## config.mk

```make
export PLATFORM = sky130hd
export DESIGN_NAME = bch_share_arbiter_flat
export DESIGN_NICKNAME = d
export VERILOG_FILES = /design/src/rtl/bch_share_arbiter_if.sv /design/src/rtl/bch_share_arbiter.sv /design/src/flat_wrapper.sv
export SDC_FILE = /design/constraint.sdc
export NUM_CORES = 1
export LEC_CHECK = 0
export BUFFER_PORTS_ARGS = -buffer_cell sky130_fd_sc_hd__buf_2
export CAP_MARGIN = 20
export CORE_ASPECT_RATIO = 0.9
export CORE_MARGIN = 4
export CORE_UTILIZATION = 34
export CTS_CLUSTER_SIZE = 14
export DETAILED_ROUTE_END_ITERATION = 6
export HOLD_SLACK_MARGIN = 0.03
export PLACE_DENSITY = 0.55
export SLEW_MARGIN = 5
export SYNTH_ARGS = -nofsm -noshare
export SYNTH_HDL_FRONTEND = slang
export SYNTH_SLANG_ARGS = --single-unit
export TNS_END_PERCENT = 50
```

## constraint.sdc

```tcl
create_clock -name clk -period 2.9 [get_ports clk]
set_input_delay 0.58 -clock clk [delete_from_list [all_inputs] [get_ports clk]]
set_output_delay 0.58 -clock clk [all_outputs]
set_load 0.02 [all_outputs]
```

## src/rtl/bch_share_arbiter_if.sv

```systemverilog
// Handshake bundle around the shared BCH decoder arbiter: two coded input streams,
// two corrected output streams, the decoder's ports and the status outputs.
interface bch_share_arbiter_if #(
  parameter int CNT_W = 16
);
  logic             s0_valid;
  logic             s0_data;
  logic             s0_ready;
  logic             s1_valid;
  logic             s1_data;
  logic             s1_ready;
  logic             m0_valid;
  logic             m0_data;
  logic             m0_last;
  logic             m0_ready;
  logic             m1_valid;
  logic             m1_data;
  logic             m1_last;
  logic             m1_ready;
  logic             dec_in_valid;
  logic             dec_in_data;
  logic             dec_in_ready;
  logic             dec_out_valid;
  logic             dec_out_data;
  logic             dec_out_ready;
  logic             grant;
  logic             busy;
  logic [CNT_W-1:0] frame_cnt0;
  logic [CNT_W-1:0] frame_cnt1;

  // Arbiter side
  modport slave (
    input  s0_valid, s0_data, s1_valid, s1_data, m0_ready, m1_ready,
           dec_in_ready, dec_out_valid, dec_out_data,
    output s0_ready, s1_ready, m0_valid, m0_data, m0_last, m1_valid, m1_data, m1_last,
           dec_in_valid, dec_in_data, dec_out_ready, grant, busy, frame_cnt0, frame_cnt1
  );

  // Requesters, sinks and decoder side
  modport master (
    output s0_valid, s0_data, s1_valid, s1_data, m0_ready, m1_ready,
           dec_in_ready, dec_out_valid, dec_out_data,
    input  s0_ready, s1_ready, m0_valid, m0_data, m0_last, m1_valid, m1_data, m1_last,
           dec_in_valid, dec_in_data, dec_out_ready, grant, busy, frame_cnt0, frame_cnt1
  );
endinterface

```

## src/rtl/bch_share_arbiter.sv

```systemverilog
// Shares one BCH decoder between two bit-serial channels; a channel owns the decoder
// for a whole frame (feed then drain), ties are broken round robin.
module bch_share_arbiter #(
  parameter int FRAME_LEN = 63,
  parameter int CNT_W     = 16
) (
  input logic               clk,
  input logic               rst,
  bch_share_arbiter_if.slave bus
);
  localparam int BEAT_W = $clog2(FRAME_LEN + 1);
  localparam logic [BEAT_W-1:0] LAST_BEAT = BEAT_W'(FRAME_LEN - 1);

  typedef enum logic [1:0] {ST_IDLE, ST_FEED, ST_DRAIN} state_t;

  state_t            r_state;
  state_t            w_next_state;
  logic              r_grant;
  logic              r_last_grant;
  logic [BEAT_W-1:0] r_beat;
  logic [CNT_W-1:0]  r_cnt0;
  logic [CNT_W-1:0]  r_cnt1;

  logic w_any_req;
  logic w_pick;
  logic w_beat_end;
  logic w_in_xfer;
  logic w_out_xfer;

  assign w_any_req  = bus.s0_valid || bus.s1_valid;
  assign w_pick     = (bus.s0_valid && bus.s1_valid) ? ~r_last_grant : bus.s1_valid;
  assign w_beat_end = (r_beat == LAST_BEAT);
  assign w_in_xfer  = bus.dec_in_valid && bus.dec_in_ready;
  assign w_out_xfer = bus.dec_out_valid && bus.dec_out_ready;

  assign bus.grant      = r_grant;
  assign bus.busy       = (r_state != ST_IDLE);
  assign bus.frame_cnt0 = r_cnt0;
  assign bus.frame_cnt1 = r_cnt1;

  always_ff @(posedge clk) begin
    if (rst) r_state <= ST_IDLE;
    else     r_state <= w_next_state;
  end

  always_comb begin
    w_next_state = r_state;
    unique case (r_state)
      ST_IDLE:  if (w_any_req)                w_next_state = ST_FEED;
      ST_FEED:  if (w_in_xfer && w_beat_end)  w_next_state = ST_DRAIN;
      ST_DRAIN: if (w_out_xfer && w_beat_end) w_next_state = ST_IDLE;
      default:                                w_next_state = ST_IDLE;
    endcase
  end

  // One beat counter serves both phases; it is back at zero whenever a phase ends.
  always_ff @(posedge clk) begin
    if (rst) begin
      r_beat       <= '0;
      r_cnt0       <= '0;
      r_cnt1       <= '0;
      r_grant      <= 1'b0;
      r_last_grant <= 1'b1;
    end else begin
      unique case (r_state)
        ST_IDLE: if (w_any_req) r_grant <= w_pick;
        ST_FEED: if (w_in_xfer) r_beat <= w_beat_end ? '0 : r_beat + 1'b1;
        ST_DRAIN: if (w_out_xfer) begin
          if (w_beat_end) begin
            r_beat       <= '0;
            r_last_grant <= r_grant;
            if (r_grant) r_cnt1 <= r_cnt1 + 1'b1;
            else         r_cnt0 <= r_cnt0 + 1'b1;
          end else begin
            r_beat <= r_beat + 1'b1;
          end
        end
        default: ;
      endcase
    end
  end

  always_comb begin
    bus.s0_ready      = 1'b0;
    bus.s1_ready      = 1'b0;
    bus.m0_valid      = 1'b0;
    bus.m0_data       = 1'b0;
    bus.m0_last       = 1'b0;
    bus.m1_valid      = 1'b0;
    bus.m1_data       = 1'b0;
    bus.m1_last       = 1'b0;
    bus.dec_in_valid  = 1'b0;
    bus.dec_in_data   = 1'b0;
    bus.dec_out_ready = 1'b0;
    unique case (r_state)
      ST_FEED: begin
        if (r_grant) begin
          bus.dec_in_valid = bus.s1_valid;
          bus.dec_in_data  = bus.s1_data;
          bus.s1_ready     = bus.dec_in_ready;
        end else begin
          bus.dec_in_valid = bus.s0_valid;
          bus.dec_in_data  = bus.s0_data;
          bus.s0_ready     = bus.dec_in_ready;
        end
      end
      ST_DRAIN: begin
        if (r_grant) begin
          bus.m1_valid      = bus.dec_out_valid;
          bus.m1_data       = bus.dec_out_data;
          bus.m1_last       = bus.dec_out_valid && w_beat_end;
          bus.dec_out_ready = bus.m1_ready;
        end else begin
          bus.m0_valid      = bus.dec_out_valid;
          bus.m0_data       = bus.dec_out_data;
          bus.m0_last       = bus.dec_out_valid && w_beat_end;
          bus.dec_out_ready = bus.m0_ready;
        end
      end
      default: ;
    endcase
  end
endmodule
```

## src/flat_wrapper.sv

```systemverilog
// flat-port wrapper written by rule: the top's interface ports become plain ports
module bch_share_arbiter_flat 
#(
  parameter int FRAME_LEN = 63,
  parameter int CNT_W     = 16
)
  (clk, rst, bus_s0_valid, bus_s0_data, bus_s1_valid, bus_s1_data, bus_m0_ready, bus_m1_ready, bus_dec_in_ready, bus_dec_out_valid, bus_dec_out_data, bus_s0_ready, bus_s1_ready, bus_m0_valid, bus_m0_data, bus_m0_last, bus_m1_valid, bus_m1_data, bus_m1_last, bus_dec_in_valid, bus_dec_in_data, bus_dec_out_ready, bus_grant, bus_busy, bus_frame_cnt0, bus_frame_cnt1);
  bch_share_arbiter_if #(.CNT_W(CNT_W)) bus_i ();
  input logic clk;
  input logic rst;
  input wire logic [$bits(bus_i.s0_valid)-1:0] bus_s0_valid;
  input wire logic [$bits(bus_i.s0_data)-1:0] bus_s0_data;
  input wire logic [$bits(bus_i.s1_valid)-1:0] bus_s1_valid;
  input wire logic [$bits(bus_i.s1_data)-1:0] bus_s1_data;
  input wire logic [$bits(bus_i.m0_ready)-1:0] bus_m0_ready;
  input wire logic [$bits(bus_i.m1_ready)-1:0] bus_m1_ready;
  input wire logic [$bits(bus_i.dec_in_ready)-1:0] bus_dec_in_ready;
  input wire logic [$bits(bus_i.dec_out_valid)-1:0] bus_dec_out_valid;
  input wire logic [$bits(bus_i.dec_out_data)-1:0] bus_dec_out_data;
  output wire logic [$bits(bus_i.s0_ready)-1:0] bus_s0_ready;
  output wire logic [$bits(bus_i.s1_ready)-1:0] bus_s1_ready;
  output wire logic [$bits(bus_i.m0_valid)-1:0] bus_m0_valid;
  output wire logic [$bits(bus_i.m0_data)-1:0] bus_m0_data;
  output wire logic [$bits(bus_i.m0_last)-1:0] bus_m0_last;
  output wire logic [$bits(bus_i.m1_valid)-1:0] bus_m1_valid;
  output wire logic [$bits(bus_i.m1_data)-1:0] bus_m1_data;
  output wire logic [$bits(bus_i.m1_last)-1:0] bus_m1_last;
  output wire logic [$bits(bus_i.dec_in_valid)-1:0] bus_dec_in_valid;
  output wire logic [$bits(bus_i.dec_in_data)-1:0] bus_dec_in_data;
  output wire logic [$bits(bus_i.dec_out_ready)-1:0] bus_dec_out_ready;
  output wire logic [$bits(bus_i.grant)-1:0] bus_grant;
  output wire logic [$bits(bus_i.busy)-1:0] bus_busy;
  output wire logic [$bits(bus_i.frame_cnt0)-1:0] bus_frame_cnt0;
  output wire logic [$bits(bus_i.frame_cnt1)-1:0] bus_frame_cnt1;
  assign bus_i.s0_valid = bus_s0_valid;
  assign bus_i.s0_data = bus_s0_data;
  assign bus_i.s1_valid = bus_s1_valid;
  assign bus_i.s1_data = bus_s1_data;
  assign bus_i.m0_ready = bus_m0_ready;
  assign bus_i.m1_ready = bus_m1_ready;
  assign bus_i.dec_in_ready = bus_dec_in_ready;
  assign bus_i.dec_out_valid = bus_dec_out_valid;
  assign bus_i.dec_out_data = bus_dec_out_data;
  assign bus_s0_ready = bus_i.s0_ready;
  assign bus_s1_ready = bus_i.s1_ready;
  assign bus_m0_valid = bus_i.m0_valid;
  assign bus_m0_data = bus_i.m0_data;
  assign bus_m0_last = bus_i.m0_last;
  assign bus_m1_valid = bus_i.m1_valid;
  assign bus_m1_data = bus_i.m1_data;
  assign bus_m1_last = bus_i.m1_last;
  assign bus_dec_in_valid = bus_i.dec_in_valid;
  assign bus_dec_in_data = bus_i.dec_in_data;
  assign bus_dec_out_ready = bus_i.dec_out_ready;
  assign bus_grant = bus_i.grant;
  assign bus_busy = bus_i.busy;
  assign bus_frame_cnt0 = bus_i.frame_cnt0;
  assign bus_frame_cnt1 = bus_i.frame_cnt1;
  bch_share_arbiter #(.FRAME_LEN(FRAME_LEN), .CNT_W(CNT_W)) u_core (.clk(clk), .rst(rst), .bus(bus_i));
endmodule
```

==> results of run 1 <==
==> state kept, by name (all words and copies together) (netlist names) <==
| name | count |
|---|---|
| u_core.bus.frame_cnt0 | 16 |
| u_core.bus.frame_cnt1 | 16 |
| u_core.bus.grant | 1 |
| u_core.r_beat | 6 |
| u_core.r_last_grant | 1 |
| u_core.r_state | 2 |
==> where the power goes <==
part | switching (µW) | internal [µW]
Sequential | 19.0 | 593
Clock | 205 | 193
Combinational | 186 | 101
Total | 410 | 886
==> area by class of cell <==
cell class	instances	area share, %
multi-input cells	218	50.1
clock buffers	7	3.05
inverters	15	1.99
repair buffers	60	11.0
flip-flops and latches	42	29.7
well taps	90	3.97
clock inverters	1	0.177
==> worst reg2reg max path: cells and delay by family (launching register included) <==
| family | cells | cell delay, ns |
|---|---|---|
| multiplexers | 1 | 0.37 |
| flip-flops | 1 | 0.43 |
| adder cells (fa/ha/maj) | 1 | 0.25 |
| AND/OR/NAND/NOR | 3 | 1.29 |
==> synthesized netlist by cell type <==
| cell | number |
|---|---|
| a32oi_1 | 1 |
| and2_1 | 3 |
| ha_1 | 7 |
| o21a_1 | 4 |
| o41ai_1 | 6 |
| nor3_1 | 7 |
| inv_1 | 15 |
| a211oi_1 | 3 |
| nand4_1 | 10 |
| dfxtp_1 | 42 |
| nor2b_1 | 7 |
| o21ai_0 | 9 |
| nor4_1 | 4 |
| a311oi_1 | 3 |
| or4b_4 | 1 |
| a2111oi_2 | 1 |
| and3_1 | 7 |
| a2111o_1 | 1 |
| nor2_1 | 20 |
| or3_1 | 4 |
| nand2b_1 | 1 |
| nand3_1 | 12 |
| and4_1 | 3 |
| a21oi_1 | 25 |
| a31o_2 | 1 |
| o311ai_0 | 6 |
| a32o_1 | 1 |
| or2_2 | 7 |
| clkbuf_1 | 14 |
| a211o_1 | 1 |
| nor4b_1 | 2 |
| a41oi_1 | 3 |
| o31ai_1 | 14 |
| mux2i_1 | 4 |
| or4_1 | 12 |
| nand2_1 | 21 |
| buf_2 | 1 |
| mux2_2 | 7 |
==> routing by layer <==
| metal | global-route usage, % | part of all wire, % | up-vias |
|---|---|---|---|
| met3 | 3.20 | 4.2 | 2 |
| met4 | 2.07 | 0.31 | 0 |
| met1 | 20.8 | 52 | 1123 |
| met2 | 23.5 | 44 | 48 |
| li1 | - | - | 1211 |
| met5 | 0 | 0 | - |
==> layout by cell type (no fill, tap or decap), drive strengths merged, types with 4 or more instances in the layout <==
cell and n:
buf 60, or2 7, nor2b 7, o21ai 9, nand3 12, mux2i 4, ha 7, mux2 7
nand4 10, and3 7, or4 12, nor4 4, o21a 4, nor2 20, or3 4, inv 15
nand2 21, o41ai 6, nor3 7, dfxtp 42, o31ai 14, o311ai 6, clkbuf 7, a21oi 25
==> worst max-delay path by stage <==
stage	slack (ns)	from	depth (start not counted)	end
floorplan	0.70	u_core.bus.grant	4	bus_s1_ready
global placement	0.46	bus_m1_ready	5	u_core.bus.frame_cnt0[15]
detailed placement	0.44	bus_m1_ready	5	u_core.bus.frame_cnt0[14]
CTS	0.33	u_core.bus.grant	5	bus_m0_last
global route	0.14	u_core.bus.grant	5	bus_m0_valid
finish	0.37	u_core.bus.grant	5	bus_m0_last
==> stage by stage <==
stage | area, µm² | cells | power (µW) | setup WS [ns] | utilization (%)
finish | 2830 | 433 | 1300 | 0.366 | 42.4
global route | 2830 | 433 | 1370 | 0.139 | 42.4
CTS | 2830 | 433 | 1310 | 0.326 | 42.4
detailed placement | 2740 | 425 | 912 | 0.440 | 41.0
global placement | 2740 | 425 | 913 | 0.463 | 41.0
floorplan | 2370 | 290 | 829 | 0.703 | -
==> kinds of logic (layout without fill, tap and decap cells) <==
| kind of cell | Yosys count | count (layout) |
|---|---|---|
| fa+ha+maj | 7 | 7 |
| buf+inv | 30 | 83 |
| compound gates | 79 | 79 |
| flops | 42 | 42 |
| mux | 11 | 11 |
| simple gates | 121 | 121 |
==> run metrics, run 1 <==
Hold Crit Depth=1; Seq/Total Area, Yosys=35.4%; pwr dens=roughly 460 nW/µm²; hold_sp=u_core.r_last_grant; slew at the pin with the worst max-slew slack=0.783 ns; crit share post-route=roughly 87%; Slowest-stage cell, CP=nand2_1; post-synthesis area per instance=approximately 8 µm²; top cell type's share of synthesized area=approximately 35%; Setup crit start kind=register; core area=6690 µm²; worst stage delay on the critical path=roughly 0.45 ns; r2r startpoint=u_core.r_beat[1]; drt initial violations=approximately 130; final net count=360; CTS Buffer Depth=2; worst hold path type=reg -> reg; Slew headroom=47.2%; crit-path max FO=18; vias per inst=roughly 5.5; Synth Register Bits=between 40 and 50; first-pass GRT wire length=10100 µm; WP data arrival=1.95 ns; critical path type=reg -> out; DRC violations left=0; Mapped Cells=a little under 300; post-synthesis cell area=2370 µm²; Die Span X=around 96 µm; Max-Cap Viols=0; number of global-route vias before repair=about 2200; Fillers=~720; H-Tree Depth=2; R2R depth=5; main combinational cell family by area after synthesis=simple AND/OR/NAND/NOR gates; Clock Latency Late Sink=about 0.29 ns; Hold Buf Count CTS=0; crit end category=output port; Adder-Cell Fraction of Synth Area=3.69%; outcome=completed; Row Count=28; R2R Setup Slk=about 0.45 ns; max frequency=395 MHz; Max IR drop VDD=between 0.2 and 0.25 mV; via count=about 2400; area leader, netlist=dfxtp_1; Routed Wire Length=between 6000 and 7000 µm; Port Buffers=55; Worst-path clk slew=0.08 ns; CTS Root Buffer Type=clkbuf_8; drt pass-1 iters=5; IO Pins=56; CP required=about 2.3 ns; Min-Delay Endpoint=u_core.r_last_grant; total grt overflow=0; unrepaired setup endpoints after global routing=no; multi-input logic area=approximately 1400 µm²; fin crit period=2.53 ns; Setup-failing EPs final=0; Layout Area Growth over Synthesis=19.3%; Synth Warn #=0; # diodes=0; Setup Skew=0.00894 ns; die area=around 8400 µm²; post-synthesis simple-gate area fraction=between 20% and 30%; Resize count post-CTS=0; Hold Violations, Final=0; Pleak=about 0.0011 µW; Inserted Clock Buffers=5; Syn Nets=approximately 310; routed wire length per instance=14.1 µm; DIE HEIGHT=a little under 90 µm; register area=approximately 840 µm²; setup bufs post-CTS=0; Post-Synth XOR/XNOR Area=0%; hold slack final=about 0.47 ns; Setup TNS=0 ns; GP Congestion=0.830; worst r2r dst=u_core.bus.frame_cnt0[14]; Synth area leaders=dfxtp_1 35%, a21oi_1 5.3%, o31ai_1 4.4%; dpl hpwl=approximately 4300 µm; largest net degree at the start of global routing=59; DRT antenna net count=0; initial antenna violation count=0; crit-path cells=buf_4, inv_1, nand2_1, nor2_1, buf_2; crit-path leading delay family=buffers and inverters; Clock Sinks=42; CTS tree=done; fin. max-slew vios=0; Total Routing Usage GR=14.8%; Buffers & Inverters on Critical Path=3; Starting Density=between 30% and 40%; distinct cell type count after synthesis=38; post-synthesis mux area share=~5.0%; compound-gate portion of the synthesized area=between 20% and 30%; layout cells sized above 1=about 24%
Note: power is estimated with default switching activity, not from simulation.
==> inputs of run 2 (changes only) <==
--- a/config.mk
+++ b/config.mk
@@ -5,15 +5,18 @@
 export SDC_FILE = /design/constraint.sdc
 export NUM_CORES = 1
 export LEC_CHECK = 0
+export ABC_CLOCK_PERIOD_IN_PS = 2900
 export BUFFER_PORTS_ARGS = -buffer_cell sky130_fd_sc_hd__buf_2
 export CAP_MARGIN = 20
+export CELL_PAD_IN_SITES_DETAIL_PLACEMENT = 0
+export CELL_PAD_IN_SITES_GLOBAL_PLACEMENT = 1
 export CORE_ASPECT_RATIO = 0.9
-export CORE_MARGIN = 4
+export CORE_MARGIN = 1.5
 export CORE_UTILIZATION = 34
 export CTS_CLUSTER_SIZE = 14
 export DETAILED_ROUTE_END_ITERATION = 6
 export HOLD_SLACK_MARGIN = 0.03
-export PLACE_DENSITY = 0.55
+export PLACE_DENSITY = 0.7
 export SLEW_MARGIN = 5
 export SYNTH_ARGS = -nofsm -noshare
 export SYNTH_HDL_FRONTEND = slang
==> run metrics, run 2 (synthesis gave the netlist of run 1 again) <==
outcome=completed (unchanged); drt pass-1 iters=4 (was 5); slew at the pin with the worst max-slew slack=0.856 ns (was 0.783 ns); critical path type=reg -> reg (was reg -> out); dpl hpwl=4260 µm (was 4270 µm); setup bufs post-CTS=0 (unchanged); routed wire length per instance=14.2 µm (was 14.1 µm); CTS Buffer Depth=2 (unchanged); Setup TNS=0 ns (unchanged); unrepaired setup endpoints after global routing=no (unchanged); IO Pins=56 (unchanged); Slew headroom=42.4% (was 47.2%); Setup-failing EPs final=0 (unchanged); crit end category=register (was output port); Hold Buf Count CTS=0 (unchanged); total grt overflow=0 (unchanged); Die Span X=91.1 µm (was 96.1 µm); Hold Violations, Final=0 (unchanged); worst stage delay on the critical path=0.77 ns (was 0.45 ns); WP data arrival=2.69 ns (was 1.95 ns); Layout Area Growth over Synthesis=21.8% (was 19.3%); most common cell after layout, fill and taps aside=buf_2 (unchanged); H-Tree Depth=2 (unchanged); Inserted Clock Buffers=5 (unchanged); CP required=3.09 ns (was 2.32 ns); Max-Cap Viols=0 (unchanged); max frequency=400 MHz (was 395 MHz); WP depth=5 (unchanged); crit share post-route=86.2% (was 87.4%); largest net degree at the start of global routing=59 (unchanged); number of global-route vias before repair=2200 (was 2167); worst setup path startpoint=u_core.r_beat[1] (was u_core.bus.grant); GP Congestion=0.843 (was 0.830); # diodes=0 (unchanged); via count=2382 (was 2384); core area=6660 µm² (was 6690 µm²); initial antenna violation count=0 (unchanged); register area=841 µm² (unchanged); DRT antenna net count=0 (unchanged); Worst-path clk slew=0.08 ns (about the same); DRC violations left=0 (unchanged); pwr dens=513 nW/µm² (was 457 nW/µm²); CP Capture Point=u_core.bus.frame_cnt0[15] (was bus_m0_last); Resize count post-CTS=0 (unchanged); Pleak=0.00114 µW (was 0.00112 µW); Clock Sinks=42 (unchanged); Row Count=28 (unchanged); most frequent cells in the layout=55 x buf_2, 42 x dfxtp_1, 25 x a21oi_1 (unchanged); Routed Wire Length=6170 µm (was 6120 µm); die area=7500 µm² (was 8390 µm²); dpl cells=426 (was 425); R2R Setup Slk=0.40 ns (was 0.45 ns); Total Routing Usage GR=17.4% (was 14.8%); drt initial violations=94 (was 131); fin crit period=2.50 ns (was 2.53 ns); Port Buffers=55 (unchanged); layout cells sized above 1=25.0% (was 24.5%); Buffers & Inverters on Critical Path=0 (was 3); crit-path cells=ha_1, nand3_1, or4b_4, nor4b_1, mux2_2 (was buf_4, inv_1, nand2_1, nor2_1, buf_2); r2r startpoint=u_core.r_beat[1] (unchanged); Max IR drop VDD=0.204 mV (was 0.200 mV); Fillers=683 (was 716); multi-input logic area=1420 µm² (unchanged); Slowest-stage cell, CP=or4b_4 (was nand2_1); final net count=361 (was 360); crit-path leading delay family=simple AND/OR/NAND/NOR gates (was buffers and inverters); R2R depth=5 (unchanged); Setup crit start kind=register (unchanged); Setup Skew=0.00950 ns (was 0.00894 ns); Clock Latency Late Sink=0.30 ns (was 0.29 ns); CTS tree=done (unchanged); Starting Density=35.7% (was 35.5%); worst hold path type=reg -> reg (unchanged); vias per inst=5.49 (was 5.51); final cell count without fillers=434 (was 433); fin. max-slew vios=0 (unchanged); CTS Root Buffer Type=clkbuf_8 (unchanged); crit-path max FO=58 (was 18); first-pass GRT wire length=10600 µm (was 10100 µm); worst r2r dst=u_core.bus.frame_cnt0[15] (was u_core.bus.frame_cnt0[14]); DIE HEIGHT=82.3 µm (was 87.3 µm)
==> run 2: cell types whose count changed in the layout (fill, tap and decap cells not counted) <==
cell       before  now
buf_4           5    6
clkbuf_1        1    0
clkinv_2        1    0
bufinv_16       0    2
==> run 2: area by class of cell <==
| cell class | instances | share of cell area (%) |
|---|---|---|
| Sequential cell | 42 | 29.1 |
| Timing Repair Buffer | 61 | 11.1 |
| Clock inverter | 2 | 2.08 |
| Multi-Input combinational cell | 218 | 49.1 |
| Tap cell | 90 | 3.89 |
| Clock buffer | 6 | 2.85 |
| Inverter | 15 | 1.95 |
==> run 2: worst register-to-register path, delay by kind of cell (launching register included) <==
| family | cells | cell delay (ns) |
|---|---|---|
| adders and majority gates | 1 | 0.25 |
| DFF | 1 | 0.43 |
| and+or+nand+nor | 3 | 1.34 |
| muxes | 1 | 0.37 |
==> run 2: metal layers <==
layer  vias up  global-route usage [%]  share of wire (%)
li1       1211                       -                  -
met1      1108                    23.5                 51
met2        58                    28.6                 44
met3         5                    3.48                4.6
met4         0                    4.38               0.68
met5         -                       0                  0
==> run 2: how the worst min path moves through the flow <==
stage / start / end / slack (ns) / cells past startpoint
final: u_core.r_last_grant / u_core.r_last_grant / 0.48 / 1
after global routing: u_core.r_last_grant / u_core.r_last_grant / 0.51 / 1
after floorplan: u_core.r_last_grant / u_core.r_last_grant / 0.44 / 1
after detailed placement: u_core.r_last_grant / u_core.r_last_grant / 0.45 / 1
after CTS: u_core.r_last_grant / u_core.r_last_grant / 0.47 / 1
after global placement: u_core.r_last_grant / u_core.r_last_grant / 0.45 / 1
==> run 2: metrics by stage <==
| stage | power (µW) | setup slack (ns) | util (%) | cell area, µm² | hold slack (ns) |
|---|---|---|---|---|---|
| after floorplan | 829 | 0.703 | - | 2370 | 0.435 |
| after global placement | 916 | 0.407 | 41.3 | 2750 | 0.454 |
| after detailed placement | 914 | 0.326 | 41.3 | 2750 | 0.454 |
| after CTS | 1500 | 0.413 | 43.5 | 2890 | 0.474 |
| after global routing | 1560 | 0.285 | 43.5 | 2890 | 0.506 |
| final | 1490 | 0.401 | 43.5 | 2890 | 0.478 |
==> run 2: power by group <==
part,switching [µW],internal [µW]
clock network,212,368
logic,191,102
registers,20.1,593
